$ cat config.mk
export PLATFORM = sky130hd
export DESIGN_NAME = misr_compactor
export DESIGN_NICKNAME = d
export VERILOG_FILES = /design/src/rtl/misr_compactor.sv
export SDC_FILE = /design/constraint.sdc
export NUM_CORES = 1
export LEC_CHECK = 0
export CAP_MARGIN = 20
export CORE_ASPECT_RATIO = 1.4
export CORE_MARGIN = 2
export CORE_UTILIZATION = 43
export DETAILED_ROUTE_END_ITERATION = 12
export PLACE_DENSITY = 0.81
export SYNTH_ARGS = -nofsm -noshare
export SYNTH_HDL_FRONTEND = slang
export SYNTH_SLANG_ARGS = --single-unit
export TNS_END_PERCENT = 20
$ cat constraint.sdc
create_clock -name CK -period 4.3 [get_ports CK]
set_clock_uncertainty 0.2 [all_clocks]
set_input_delay 0.86 -clock CK [delete_from_list [all_inputs] [get_ports CK]]
set_output_delay 0.86 -clock CK [all_outputs]
set_load 0.005 [all_outputs]
$ cat src/rtl/misr_compactor.sv
// Response compactor: counts failing samples, latches the first failure and
// folds responses into a MISR signature. Define MISR_SIGNATURE_EN to build the MISR.
module misr_compactor #(
  parameter int               WIDTH = 39,
  parameter int               CNT_W = 17,
  parameter int               NSAMP = 100000,
  parameter logic [WIDTH-1:0] POLY  = 39'h0000000011
) (
  input  logic             CK,
  input  logic             RST,
  input  logic             start,
  input  logic             valid,
  input  logic [WIDTH-1:0] diff,
  input  logic [WIDTH-1:0] resp,
  output logic             busy,
  output logic             done,
  output logic             fail,
  output logic [CNT_W-1:0] fail_count,
  output logic [CNT_W-1:0] first_fail_idx,
  output logic [WIDTH-1:0] first_fail_vec,
  output logic [WIDTH-1:0] signature
);

  typedef enum logic [1:0] {IDLE, RUN, DONE} state_t;

  localparam logic [CNT_W-1:0] IDX_LAST = CNT_W'(NSAMP - 1);

  state_t           r_state;
  state_t           w_state_nxt;
  logic [CNT_W-1:0] r_idx;
  logic             r_fail;
  logic [CNT_W-1:0] r_fail_cnt;
  logic [CNT_W-1:0] r_ff_idx;
  logic [WIDTH-1:0] r_ff_vec;
  logic             w_accept;
  logic             w_last;
  logic             w_hit;

  function automatic logic [CNT_W-1:0] sat_inc(input logic [CNT_W-1:0] v);
    return (&v) ? v : v + CNT_W'(1);
  endfunction

  assign w_accept = (r_state == RUN) && valid && !start;
  assign w_last   = (r_idx == IDX_LAST);
  assign w_hit    = |diff;

  always_ff @(posedge CK or posedge RST) begin
    if (RST) r_state <= IDLE;
    else     r_state <= w_state_nxt;
  end

  always_comb begin
    w_state_nxt = r_state;
    if (start)                   w_state_nxt = RUN;
    else if (w_accept && w_last) w_state_nxt = DONE;
  end

  // Sample index and failure bookkeeping; start always wins over a same-cycle sample
  always_ff @(posedge CK or posedge RST) begin
    if (RST) begin
      r_idx      <= '0;
      r_fail     <= 1'b0;
      r_fail_cnt <= '0;
      r_ff_idx   <= '0;
      r_ff_vec   <= '0;
    end else if (start) begin
      r_idx      <= '0;
      r_fail     <= 1'b0;
      r_fail_cnt <= '0;
      r_ff_idx   <= '0;
      r_ff_vec   <= '0;
    end else if (w_accept) begin
      if (!w_last) r_idx <= r_idx + CNT_W'(1);
      if (w_hit) begin
        r_fail     <= 1'b1;
        r_fail_cnt <= sat_inc(r_fail_cnt);
        if (!r_fail) begin
          r_ff_idx <= r_idx;
          r_ff_vec <= diff;
        end
      end
    end
  end

`ifdef MISR_SIGNATURE_EN
  logic [WIDTH-1:0] r_sig;

  function automatic logic [WIDTH-1:0] misr_next(input logic [WIDTH-1:0] s,
                                                 input logic [WIDTH-1:0] r);
    return {s[WIDTH-2:0], 1'b0} ^ (s[WIDTH-1] ? POLY : '0) ^ r;
  endfunction

  always_ff @(posedge CK or posedge RST) begin
    if (RST)           r_sig <= '0;
    else if (start)    r_sig <= '0;
    else if (w_accept) r_sig <= misr_next(r_sig, resp);
  end

  assign signature = r_sig;
`else
  logic w_unused_resp;
  assign w_unused_resp = ^resp;
  assign signature     = '0;
`endif

  assign busy           = (r_state == RUN);
  assign done           = (r_state == DONE);
  assign fail           = r_fail;
  assign fail_count     = r_fail_cnt;
  assign first_fail_idx = r_ff_idx;
  assign first_fail_vec = r_ff_vec;

endmodule

-- After elaboration in Yosys (flattened, before gate mapping)
Index checks and enable logic that the tools add are counted.
- bits in registers: 93
- input port bits: 82
- output and inout port bits: 115
- logic and storage cells: 47
- add/subtract/negate cells: 2
- eq/ne operators: 6
- multiplexer cells: 20
- reductions and logical operators: 13
- operators by type and width (cell ; count):
    $mux W17 ; 11
    $mux W39 ; 4
    $reduce_or A39 Y1 ; 1
    $add A17 B1 Y17 const B ; 2
    $eq A17 B17 Y1 const B ; 1
    $reduce_and A17 Y1 ; 1
    $ne A2 B2 Y1 const B ; 3
    $reduce_and A3 Y1 ; 2
    $reduce_bool A2 Y1 ; 3
    $mux W2 ; 2
    $reduce_and A2 Y1 ; 2
    $logic_and A1 B1 Y1 ; 3
    $mux W1 ; 3
    $eq A2 B1 Y1 const B ; 1
    $eq A2 B2 Y1 const B ; 1
    $logic_not A1 Y1 ; 1

-- Logic depth before layout (Yosys ltp)
Gate-level depths: netlist of the first run.
- word-level depth: 6
- mapped depth: 10
- depth with buffers taken out: 10

-- Worst setup path before layout of the first run
No wires, ideal clock.
- path type: register -> register
- from: reg r_fail_cnt[3] (netlist: fail_count[3])
- to: reg r_fail_cnt[11] (netlist: fail_count[11])
- setup time: 0.126 ns
- arrival: 2.314 ns
- required time: 3.974 ns
- setup slack: 1.659 ns
- stages on the path, launching flop included: 10
- buffers on the path: 0
- period minus slack after synthesis: 2.641 ns
- cells stage by stage: dfrtp_1 > nand4_1 > or2_2 > nor3_1 > ha_1 > and4bb_2 > and4_1 > nand3_1 > nor4_1 > a311o_1
- cells in the longest elaborated chain, start to end: 5
- elaborated cells on any way between the ends: 8
- those cells by class: 1 x add/sub; 1 x eq/ne; 4 x mux; 2 x reduce/logical
- RTL lines (what ; line ; text):
    from (decl) ; 32 ; logic [CNT_W-1:0] r_fail_cnt;
    from (signal assigned) ; 76 ; r_fail_cnt <= sat_inc(r_fail_cnt);
    $add A17 B1 Y17 ; 40 ; return (&v) ? v : v + CNT_W'(1);
    $mux W17 ; 40 ;
    $mux W17 ; 74 ; if (w_hit) begin
    $mux W17 ; 72 ; end else if (w_accept) begin
    $mux W17 ; 66 ; end else if (start) begin
Several ways; a longest one is shown, not always the timed one. The select of a mux whose other input is x is not followed.
A chain may end at the register's enable or synchronous reset.

-- Worst setup path after layout of the first run
- from: in diff[33]
- to: reg r_ff_idx[6] (netlist: first_fail_idx[6])
- cells in the longest elaborated chain, start to end: 3
- RTL lines (what ; line ; text):
    from (decl) ; 13 ; input logic [WIDTH-1:0] diff,
    $reduce_or A39 Y1 ; 45 ; assign w_hit = |diff;
    $reduce_bool A2 Y1 (no line) ; -- ;
    $reduce_and A3 Y1 (no line) ; -- ;
    to (signal assigned) ; 78 ; r_ff_idx <= r_idx;
    to (decl) ; 33 ; logic [CNT_W-1:0] r_ff_idx;
Every way passes these cells.

==> results of run 1 <==
[cell type report]
class                   instances  area [sq um]
clock buffers                   9           225
clock inverters                 7           120
fillers                       868          4350
inverters                       8          31.3
multi-input cells             314          1950
flip-flops and latches         93          2330
well taps                     138           173
repair buffers                123          1230
[cells in the mapped netlist (2+ instances only)]
master / count / area [sq um]
dfrtp_1: 93 / 2330
nand2_1: 53 / 199
a22o_1: 45 / 394
buf_4: 42 / 315
nor4_1: 19 / 119
nand3_1: 17 / 85.1
nor2_1: 17 / 63.8
nand4_1: 13 / 81.3
clkbuf_1: 12 / 45.0
o211ai_1: 11 / 82.6
a21oi_1: 8 / 40.0
inv_1: 8 / 30.0
o21ai_0: 8 / 40.0
a211o_1: 7 / 61.3
and3_1: 7 / 43.8
xor2_1: 7 / 61.3
buf_6: 6 / 67.6
and4_1: 5 / 43.8
or3_1: 5 / 31.3
nor2b_1: 4 / 25.0
nor3_1: 4 / 20.0
nor4b_1: 4 / 35.0
or4_1: 4 / 30.0
buf_2: 3 / 15.0
ha_1: 3 / 37.5
mux2_2: 3 / 33.8
o311ai_0: 3 / 26.3
o31ai_1: 3 / 22.5
a21o_1: 2 / 15.0
a311o_1: 2 / 20.0
and2_1: 2 / 12.5
nor3b_1: 2 / 15.0
o311a_1: 2 / 20.0
[where the power goes]
group / switching, mW / internal (mW) / leakage (nW) / total (mW)
Sequential: 0.0235 / 0.904 / 1.27 / 0.927
Clock: 0.335 / 0.571 / 0.166 / 0.906
Combinational: 0.0981 / 0.109 / 1.22 / 0.208
[flip-flops by register name (all words and copies together) (netlist names)]
name / count
first_fail_vec: 39
first_fail_idx: 17
fail_count: 17
r_idx: 17
fail: 1
r_state: 2
[worst min-delay path by stage]
stage	from	to	slack, ns	cells after the start
finish	first_fail_vec[9]	first_fail_vec[9]	0.30	1
global route	first_fail_vec[27]	first_fail_vec[27]	0.32	1
CTS	first_fail_vec[5]	first_fail_vec[5]	0.31	1
detailed placement	first_fail_vec[5]	first_fail_vec[5]	0.28	1
global placement	first_fail_vec[0]	first_fail_vec[0]	0.28	1
floorplan	first_fail_vec[38]	first_fail_vec[38]	0.29	2
[cells by family after synthesis]
| logic type | after synthesis |
|---|---|
| and+or+nand+nor | 165 |
| AOI/OAI and AO/OA | 95 |
| DFF | 93 |
| buffers and inverters | 72 |
| xor gates and xnor gates | 8 |
| muxes | 4 |
| adders and majority gates | 3 |
| other | 1 |
[per-layer routing]
| layer | global-route usage (%) | wire length, um | vias up |
|---|---|---|---|
| met3 | 4.16 | 767 | 22 |
| met2 | 30.6 | 5440 | 164 |
| met1 | 24.6 | 4600 | 1886 |
| li1 | - | - | 1769 |
| met4 | 8.73 | 238 | 0 |
| met5 | 0 | 0 | - |
[through the flow]
step	cells	util [%]	worst slack [ns]
after global placement	676	54.9	0.735
after floorplan	479	-	0.820
after global routing	692	58.2	0.850
after detailed placement	676	54.9	0.690
after CTS	692	58.2	1.04
final	692	58.2	1.07
[worst max-delay path, cell delays in order]
cell and delay [ns]:
clkdlybuf4s50_1 0.43, nor4_1 0.43, nand4_1 0.30, nor3_4 0.23, buf_4 0.46, nor2b_1 0.25, a22o_1 0.28
==> flow_metrics.tcl, run 1 <==
set metrics [dict create \
    timing.final.crit_share_pct 75.1 \
    final-hold-violation-count 0 \
    ant_nets 0 \
    worstSetupEndpointType "flip-flop" \
    whs_ns 0.303 \
    leakagePower_nw 2.66 \
    rsz0062_at_grt "no" \
    fmax_mhz 310 \
    cts_root_buf "clkbuf_16" \
    viasPerCell 5.55 \
    worstMarginPinSlew_ns 0.862 \
    grt_max_degree 71 \
    p_per_area_nw_per_um2 337 \
    rrSetupSlack_ns 1.24 \
    synth-edff-count 0 \
    synth-warning-count 0 \
    antenna_found_initial 0 \
    regToRegStartpoint "fail_count[3]" \
    critical_path_class "in2reg" \
    drc 0 \
    clk_path_buf_depth 2 \
    cp.arrival_ns 3.25 \
    synth-adder-area-share_pct 0.816 \
    clkSinkCount 93 \
    final_common_cell "clkdlybuf4s50_1" \
    synthXorXnorAreaFrac_pct 1.52 \
    cts_max_level 3 \
    gp_congestion 0.874 \
    cts_tree "yes" \
    avgSynthCellArea_sq_um 10.4 \
    synthesis.instances 441 \
    vias 3841 \
    final_cell_mix "118 x clkdlybuf4s50_1, 93 x dfrtp_1, 53 x nand2_1" \
    drive_gt1_share_pct 5.60 \
    n_antenna_cell 0 \
    postCtsSetupRepairBufs 0 \
    grt_pass1_wl_um 17900 \
    die_h_um 126 \
    cts-resized-gates 0 \
    rows 44 \
    r2r_cells 9 \
    core_area_sq_um 10400 \
    crit_start "diff[33]" \
    finalNetCount 634 \
    grtUsageTotal_pct 19.0 \
    synth_top_family_by_area "simple AND/OR/NAND/NOR gates" \
    synthArstFlopShare_pct 100 \
    synth_ff_type "dfrtp_1" \
    die_x_um 91.4 \
    synth_mux_area_share_pct 0.952 \
    crit_fanout 54 \
    holdBufCountCts 0 \
    slew_violations 0 \
    wire_per_inst_um 16.0 \
    drt_iter0_markers 299 \
    worstHoldPathType "reg2reg" \
    yosys.area_share.simple_pct 19.3 \
    min_period_ns 3.23 \
    dpl.hpwl_um 7760 \
    max_slew_margin_pct 42.3 \
    synth.distinct_cells 50 \
    ys_ff_latch 93 \
    clock_latency_ns 0.34 \
    p_total_mw 2.04 \
    path_clk_slew_ns 0.07 \
    grt_pass1_vias 3697 \
    finalSetupTns_ns 0 \
    syn_area_sq_um 4600 \
    overflow 0 \
    fin_area_sq_um 6050 \
    io_buffers 118 \
    drtPass1Iterations 5 \
    ys_seq_area_share_pct 50.6 \
    place_area_sq_um 5710 \
    start_util_pct 44.2 \
    area_growth_syn_to_layout_pct 31.5 \
    drv_cap 0 \
    startpoint_type "primary input" \
    cts-buffers-inserted 9 \
    finalWirelength_um 11000 \
    synth_compound_area_share_pct 16.4 \
    ir_drop_uv 217 \
    reg2reg_to "fail_count[11]" \
    cp.required_ns 4.32 \
    setup_viol 0 \
    status "completed" \
    dieArea_sq_um 11600 \
    endpoint "first_fail_idx[6]" \
    io_pins 197 \
]
No activity file was read; power rests on OpenSTA's default activity.
==> inputs of run 2 (changes only) <==
--- a/config.mk
+++ b/config.mk
@@ -8,9 +8,9 @@
 export CAP_MARGIN = 20
 export CORE_ASPECT_RATIO = 1.4
 export CORE_MARGIN = 2
-export CORE_UTILIZATION = 43
+export CORE_UTILIZATION = 39
 export DETAILED_ROUTE_END_ITERATION = 12
-export PLACE_DENSITY = 0.81
+export PLACE_DENSITY = 0.78
 export SYNTH_ARGS = -nofsm -noshare
 export SYNTH_HDL_FRONTEND = slang
 export SYNTH_SLANG_ARGS = --single-unit
==> constraint.sdc (replaced) <==
create_clock -name CK -period 2.7 [get_ports CK]
set_clock_uncertainty 0.2 [all_clocks]
set_input_delay 0.54 -clock CK [delete_from_list [all_inputs] [get_ports CK]]
set_output_delay 0.54 -clock CK [all_outputs]
set_load 0.005 [all_outputs]
==> run 2 against run 1 <==
  * Global-route usage is 0.20 points higher
  * First-iteration DRC count is 39% lower
  * Final area is 4.9% higher
==> flow_metrics.tcl, run 2 (same netlist as run 1, synthesis figures left out) <==
set metrics [dict create \
    status "completed" \
    drc 0 \
    clk_path_buf_depth 2 \
    max_stage_delay_ns 0.53 \
    fin_area_sq_um 6350 \
    min_period_ns 2.62 \
    die_h_um 133 \
    num-fill-cells 1005 \
    place_area_sq_um 6080 \
    grt_pass1_wl_um 19200 \
    clock_latency_ns 0.34 \
    rows 46 \
    cts_tree "yes" \
    final_cell_mix "118 x clkdlybuf4s50_1, 92 x dfrtp_1, 53 x nand2_1" \
    fmax_mhz 382 \
    io_buffers 118 \
    drv_cap 0 \
    place_inst 728 \
    pre_cts_slack_ns -0.351 \
    postCtsSetupRepairBufs 0 \
    final-hold-violation-count 0 \
    multi_input_area_sq_um 1960 \
    clkSinkCount 93 \
    finalNetCount 680 \
    overflow 0 \
    start_util_pct 40.4 \
    finalWirelength_um 11700 \
    critPathBufInv 3 \
    clock_power_share_pct 38.1 \
    p_switching_mw 0.686 \
    p_per_area_nw_per_um2 467 \
    antenna_found_initial 0 \
    rrSetupSlack_ns 0.13 \
    holdBufCountCts 0 \
    grtUsageTotal_pct 19.2 \
    worstSetupEndpointType "flip-flop" \
    area_growth_syn_to_layout_pct 38.0 \
    crit_fanout 16 \
    wire_per_inst_um 15.7 \
    timing.final.crit_share_pct 96.9 \
    p_int_mw 2.28 \
    ir_drop_uv 318 \
    largest_register_ffs 39 \
    viasPerCell 5.34 \
    die_x_um 95.8 \
    ant_nets 0 \
    grt_pass1_vias 3941 \
    n_antenna_cell 0 \
    leakagePower_nw 2.84 \
    worstMarginPinSlew_ns 0.505 \
    gp_congestion 0.817 \
    dieArea_sq_um 12700 \
    dpl.hpwl_um 8550 \
    critical_path_class "in2reg" \
    switching_share_pct 23.1 \
    path_clk_slew_ns 0.06 \
    seqPwrFrac_pct 49.8 \
    drt_iter0_markers 182 \
    cp.required_ns 2.72 \
    finalSetupTns_ns 0 \
    path_common_cell "buf_4" \
    grt_max_degree 94 \
    cpMaxStageDelayCell "clkdlybuf4s50_1" \
    final_common_cell "clkdlybuf4s50_1" \
    slew_violations 0 \
    path_delay_family "buffers and inverters" \
    regArea_sq_um 2330 \
    cts-buffers-inserted 9 \
    p_comb_share_pct 12.1 \
    drtPass1Iterations 4 \
    max_slew_margin_pct 66.2 \
    startpoint_type "primary input" \
    io_pins 197 \
    final_cells 743 \
    setup_viol 0 \
    vias 3968 \
    drive_gt1_share_pct 12.5 \
    finalCoreUtilization_pct 55.7 \
    core_area_sq_um 11400 \
    path_cells "clkdlybuf4s50_1, nor4_2, nand4_1, buf_4, nor3_4, buf_4, nor4_1, a211o_1" \
    cp.arrival_ns 2.64 \
    worstHoldPathType "reg2reg" \
    cts_max_level 3 \
    layout_setup_ws_ns 0.0840 \
    cts_root_buf "clkbuf_16" \
]
## run 2: cell count changes in the layout (fill, tap and decap cells not counted), sizes merged
cell | previous run | this run
bufinv | 3 | 0
clkinvlp | 1 | 2
clkinv | 2 | 0
inv | 9 | 7
clkbuf | 9 | 14
buf | 5 | 51
## run 2: power groups by stage
| stage | sequential (mW) | combinational [mW] | clock, mW |
|---|---|---|---|
| floorplan | 1.50 | 0.186 | 0 |
| global placement | 1.50 | 0.350 | 0 |
| detailed placement | 1.50 | 0.359 | 0 |
| CTS | 1.48 | 0.359 | 1.16 |
| global route | 1.48 | 0.392 | 1.23 |
| finish | 1.48 | 0.358 | 1.13 |
## run 2: metal layers
metal / track usage [%] / up-vias / share of wire (%)
met4: 7.94 / 0 / 2.6
met3: 4.84 / 17 / 6.3
met1: 23.6 / 1939 / 40
met5: 0 / - / 0
met2: 31.8 / 147 / 51
li1: - / 1865 / -
## run 2: timing repair
item	CTS	global route
resized for setup	0	3
endpoints found under the setup margin	0	67
endpoints found under the hold margin	0	0
## run 2: worst paths after layout
| kind | from | endpoint | cells after the start |
|---|---|---|---|
| max | start | fail_count[2] | 8 |
| min | first_fail_vec[32] | first_fail_vec[32] | 1 |
| max reg2reg | fail_count[3] | fail_count[11] | 9 |
| min reg2reg | first_fail_vec[32] | first_fail_vec[32] | 1 |
| max in group asynchronous | RST | fail_count[12] | 3 |
| min in group asynchronous | RST | fail_count[4] | 3 |
## run 2: stage by stage
stage	hold WS, ns	total power [mW]
floorplan	0.289	1.68
global placement	0.286	1.85
detailed placement	0.285	1.86
CTS	0.304	3.00
global route	0.323	3.10
finish	0.302	2.97
## run 2: layout make-up
cell class / instances / share of cell area, %
Sequential cell: 93 / 36.7
Tap cell: 144 / 2.84
Clock buffer: 14 / 4.00
Multi-Input combinational cell: 314 / 30.8
Clock inverter: 1 / 0.118
Timing Repair Buffer: 169 / 25.0
Inverter: 8 / 0.532
## run 2: worst reg2reg max path, cell delays in order, from the launching register on
cell and delay [ns]:
dfrtp_1 0.36, nand4_1 0.14, or2_2 0.33, nor3_1 0.21, ha_1 0.24, and4bb_2 0.27
and4_1 0.23, nand3_1 0.10, nor4_1 0.05, a311o_1 0.32
==> variant 1, RTL diff (config.mk and constraints of run 2) <==
Encoding of `state_t`: now one-hot (3 bits for 3 states).
--- a/src/rtl/misr_compactor.sv
+++ b/src/rtl/misr_compactor.sv
@@ -22,5 +22,5 @@
 );
 
-  typedef enum logic [1:0] {IDLE, RUN, DONE} state_t;
+  typedef enum logic [2:0] {IDLE = 3'b001, RUN = 3'b010, DONE = 3'b100} state_t;
 
   localparam logic [CNT_W-1:0] IDX_LAST = CNT_W'(NSAMP - 1);
Behaviour: same outputs for any inputs over 4 cycles, from zero or initial values and one cycle with RST high; so few cycles prove little.
==> variant 1 against run 2 <==
  * Count of clock-buffer cells in the layout down 5
  * Sequential share of layout area decreased by 0.68 points
  * Final cell count is 0.13% lower
  * Non-clock buffer count fell by 1
  * Total power increased by 7.3%
  * Final area up 3.0%
  * Global-route usage shrank 0.44 points
  * Register-to-register slack better by 0.07 ns
  * Wire length grew 4.7%
  * Sequential cell count rose by 1
  * Worst setup slack gained 0.047 ns
  * Synthesized area grew 2.0%
==> variant 1: results (changes against run 2) <==
DR vias/cell 5.426 (+1.6%); Max stage delay on crit path 0.43 ns (-0.10 ns); CP max stage cell clkdlybuf4s50_1; root buf cell clkbuf_16; post-synth cell types 51 (+2.0%); Largest register FFs 39 (unchanged); Post-synth top cells 93 x dfrtp_1, 46 x a22o_1, 44 x buf_4; largest net degree at the start of global routing 95 (+1.1%); Post-Synth Adder-Cell Area 0.007996 (-0.0001609); mux cell area share after synthesis 0.004264 (-0.005252); Synth Warn # 0 (unchanged); layout cells sized above 1 0.1412 (+0.01597); GP Congestion 0.8197 (+0.34%); compound-cell area share of the yosys netlist 0.1583 (-0.005904); placed instance area 6218 um2 (+2.3%); xor/xnor share of the synthesized area 0.01866 (+0.003431); synth top area cells dfrtp_1 50%, a22o_1 8.6%, buf_4 7.0%, nand3_1 2.5%, nor4_1 2.1%; NetSw 792.4 uW (+16%); Final nets 675 (-0.74%); Leak 0.002881 uW (+1.4%); DRT Wirelength 12240 um (+4.7%); Worst EP arrival 2.60 ns (-0.04 ns); global-route wire length before repair 19950 um (+4.0%); vias in the first global route 3971 (+0.76%); total track usage 0.1881 (-0.004389); Post-CTS Hold Buffers 0 (unchanged); pre-CTS setup slack -0.2575 ns (+0.09370 ns); status complete, no violations; worst rel slew slack 0.6565 (-0.006030); CP top delay family simple AND/OR/NAND/NOR gates; DR iter-0 viols 150 (-18%); maximum VDD drop 0.3587 mV (+13%); Seq/Total Area, Yosys 0.5013 (-0.004377); worst-skew pair later-pin latency about 0.35 ns; hpwl dp 8665 um (+1.3%)
[variant 1: cell types whose count changed after synthesis, sizes merged, moves of 4 or more]
cell,run 2,this run
o211ai,11,2
nand3,17,23
and4,5,1
or4b,0,5
nor3,6,13
nand2,53,24
nor3b,2,8
nand3b,1,9
nand4,13,9
xnor2,1,6
[variant 1: metal layers]
layer  vias to the layer above  share of wire  track usage
met5                         -              0            0
met4                         0          0.042       0.1080
met3                        34          0.034      0.02814
met2                       142           0.53       0.3221
met1                      1980           0.39       0.2256
li1                       1870              -            -
[variant 1: cell type report]
type | count | area (um2)
multi-input combinational | 310 | 2038
clock buffer | 9 | 225.2
clock inverter | 7 | 78.83
fill | 992 | 5221
sequential | 94 | 2354
inverter | 7 | 30.03
timing repair buffer | 168 | 1630
tap | 147 | 183.9
[variant 1: worst paths after layout]
path	from	to	slack, ns	depth (start not counted)
max reg2reg	fail_count[10]	fail_count[4]	0.20	8
max in group asynchronous	RST	r_state[0]	1.42	3
max	diff[37]	first_fail_vec[22]	0.13	8
min reg2reg	first_fail_vec[32]	first_fail_vec[32]	0.30	1
min in group asynchronous	RST	first_fail_vec[15]	0.46	3
min	first_fail_vec[32]	first_fail_vec[32]	0.30	1
[variant 1: through the flow]
step,hold WS [ns],power [uW],setup TNS [ns],utilization,cells
final,0.2995,3182,0,0.5561,742
after global routing,0.3194,3291,0,0.5561,742
after CTS,0.3026,3201,0,0.5546,742
after detailed placement,0.2821,1887,-14.22,0.5287,726
after global placement,0.2833,1877,-12.35,0.5287,726
after floorplan,0.2860,1692,0,-,476
[variant 1: power groups by stage]
stage	clock, uW	combinational, uW	sequential [uW]
after floorplan	0	185	1510
after global placement	0	373	1500
after detailed placement	0	381	1510
after CTS	1340	384	1480
after global routing	1390	412	1490
final	1320	383	1480
==> variant 2, RTL diff (flow settings as in run 2) <==
Without the edit above. Add a define of `MISR_SIGNATURE_EN`.
--- a/src/rtl/misr_compactor.sv
+++ b/src/rtl/misr_compactor.sv
@@ -1,4 +1,6 @@
 // Response compactor: counts failing samples, latches the first failure and
 // folds responses into a MISR signature. Define MISR_SIGNATURE_EN to build the MISR.
+`define MISR_SIGNATURE_EN
+
 module misr_compactor #(
   parameter int               WIDTH = 39,
Check against the original RTL: not equivalent (a bounded check fails within 4 cycles, from zero or initial values and one cycle with RST high).
==> variant 2 against run 2 <==
  * Worst setup slack gained 0.10 ns
  * Wire length grew 41%
  * Synthesized area grew 33%
  * Critical path type is now reg -> reg
  * Final area grew 44%
  * Sequential share of layout area shrank 0.66 points
  * Via count grew 35%
  * Sequential cell count grew 39
  * Critical endpoint is now fail_count[10]
  * Total power grew 70%
==> variant 2: results (changes against run 2) <==
status complete, no violations; DR iter-0 viols 290 (+59%); Worst R2R End fail_count[10]; Post-synth top cells 132 x dfrtp_1, 63 x nand2_1, 63 x nor2_1; total track usage 0.2033 (+0.01083); GP Congestion 0.8711 (+6.6%); layout cells sized above 1 0.1067 (-0.01846); Tmin final 2.514 ns (-0.1016 ns); Leak 0.003867 uW (+36%); Fill cells 1282 (+28%); Worst Tran Pin Value 0.5671 ns (+0.06189 ns); IO buf count 196 (+66%); TritonCTS Buffers 17 (+8); vias in the first global route 5231 (+33%); Avg Cell Area, Syn 10.62 um2 (+1.8%); global-route wire length before repair 26600 um (+39%); Reg2Reg Setup Slack 0.19 ns (+0.06 ns); worst-skew pair later-pin latency 0.41 ns (+0.07 ns); placed instance area 8566 um2 (+41%); post-synth cell types 46 (-8.0%); crit-path max FO 7 (-9); pre-CTS setup slack -0.1579 ns (+0.1932 ns); Final nets 887 (+30%); maximum VDD drop 0.4160 mV (+31%); Via Count 5345 (+35%); synth top area cells dfrtp_1 54%, a22o_1 6.0%, xnor2_1 6.0%, a211oi_1 4.6%, nand2_1 3.9%; Worst Hold End first_fail_vec[21]; H-tree levels 4 (+1); hpwl dp 11760 um (+37%); worst hold margin 0.2980 ns (-0.004089 ns); Final Non-Filler Cells 1011 (+36%); largest net degree at the start of global routing 106 (+13%); internal power 3881 uW (+70%); HP Start first_fail_vec[21]; Seq/Total Area, Yosys 0.5380 (+0.03230)
variant 2: cell count changes after synthesis, sizes merged, moves of 5 or more:
cell    change
clkbuf      +9
nand3b      +5
buf        -36
xnor2      +41
nor2       +46
xor2        +6
a211oi     +38
inv         -5
nand2      +10
or3         -5
nor4        -5
dfrtp      +39
variant 2: cell families after synthesis:
group,Yosys count,share of synthesized area
and+or+nand+nor,227,0.1881
DFF,132,0.5380
AOI/OAI and AO/OA,121,0.1553
xor gates and xnor gates,55,0.07846
buffers and inverters,40,0.03403
adders and majority gates,3,0.006114
variant 2: timing repair:
| action | CTS | global route |
|---|---|---|
| setup endpoints to repair | 0 | 4 |
| gates resized for setup | 0 | 5 |
| buffers inserted | 0 | 3 |
| endpoints found under the hold margin | 0 | 0 |
variant 2: power by group through the flow:
stage               combinational [uW]  clock (uW)  sequential (uW)
floorplan                          273           0             2190
detailed placement                 687           0             2190
global route                       739        2360             2170
global placement                   678           0             2190
CTS                                690        2270             2160
finish                             681        2210             2160
variant 2: routing by layer:
layer / part of all wire / global-route usage
met5: 0 / 0
met4: 0.023 / 0.07233
met3: 0.052 / 0.05988
met2: 0.52 / 0.3354
met1: 0.41 / 0.2493
variant 2: area by class of cell:
class | instances | area [um2] | share of cell area
multi-input combinational | 406 | 2650 | 0.2889
tap | 196 | 245.2 | 0.02673
sequential | 132 | 3303 | 0.3601
inverter | 3 | 15.01 | 0.001637
timing repair buffer | 242 | 2390 | 0.2605
clock buffer | 22 | 464.2 | 0.05060
clock inverter | 10 | 106.4 | 0.01159
variant 2: worst max-delay path, cell delays in order, from the launching register on:
cell and delay (ns):
dfrtp_1 0.40, and4_1 0.21, nand3_2 0.09, nor2_1 0.05, ha_1 0.19, nor4bb_1 0.27, buf_4 0.19, and2_4 0.16
nand3_2 0.10, or4_1 0.41, o211ai_1 0.17
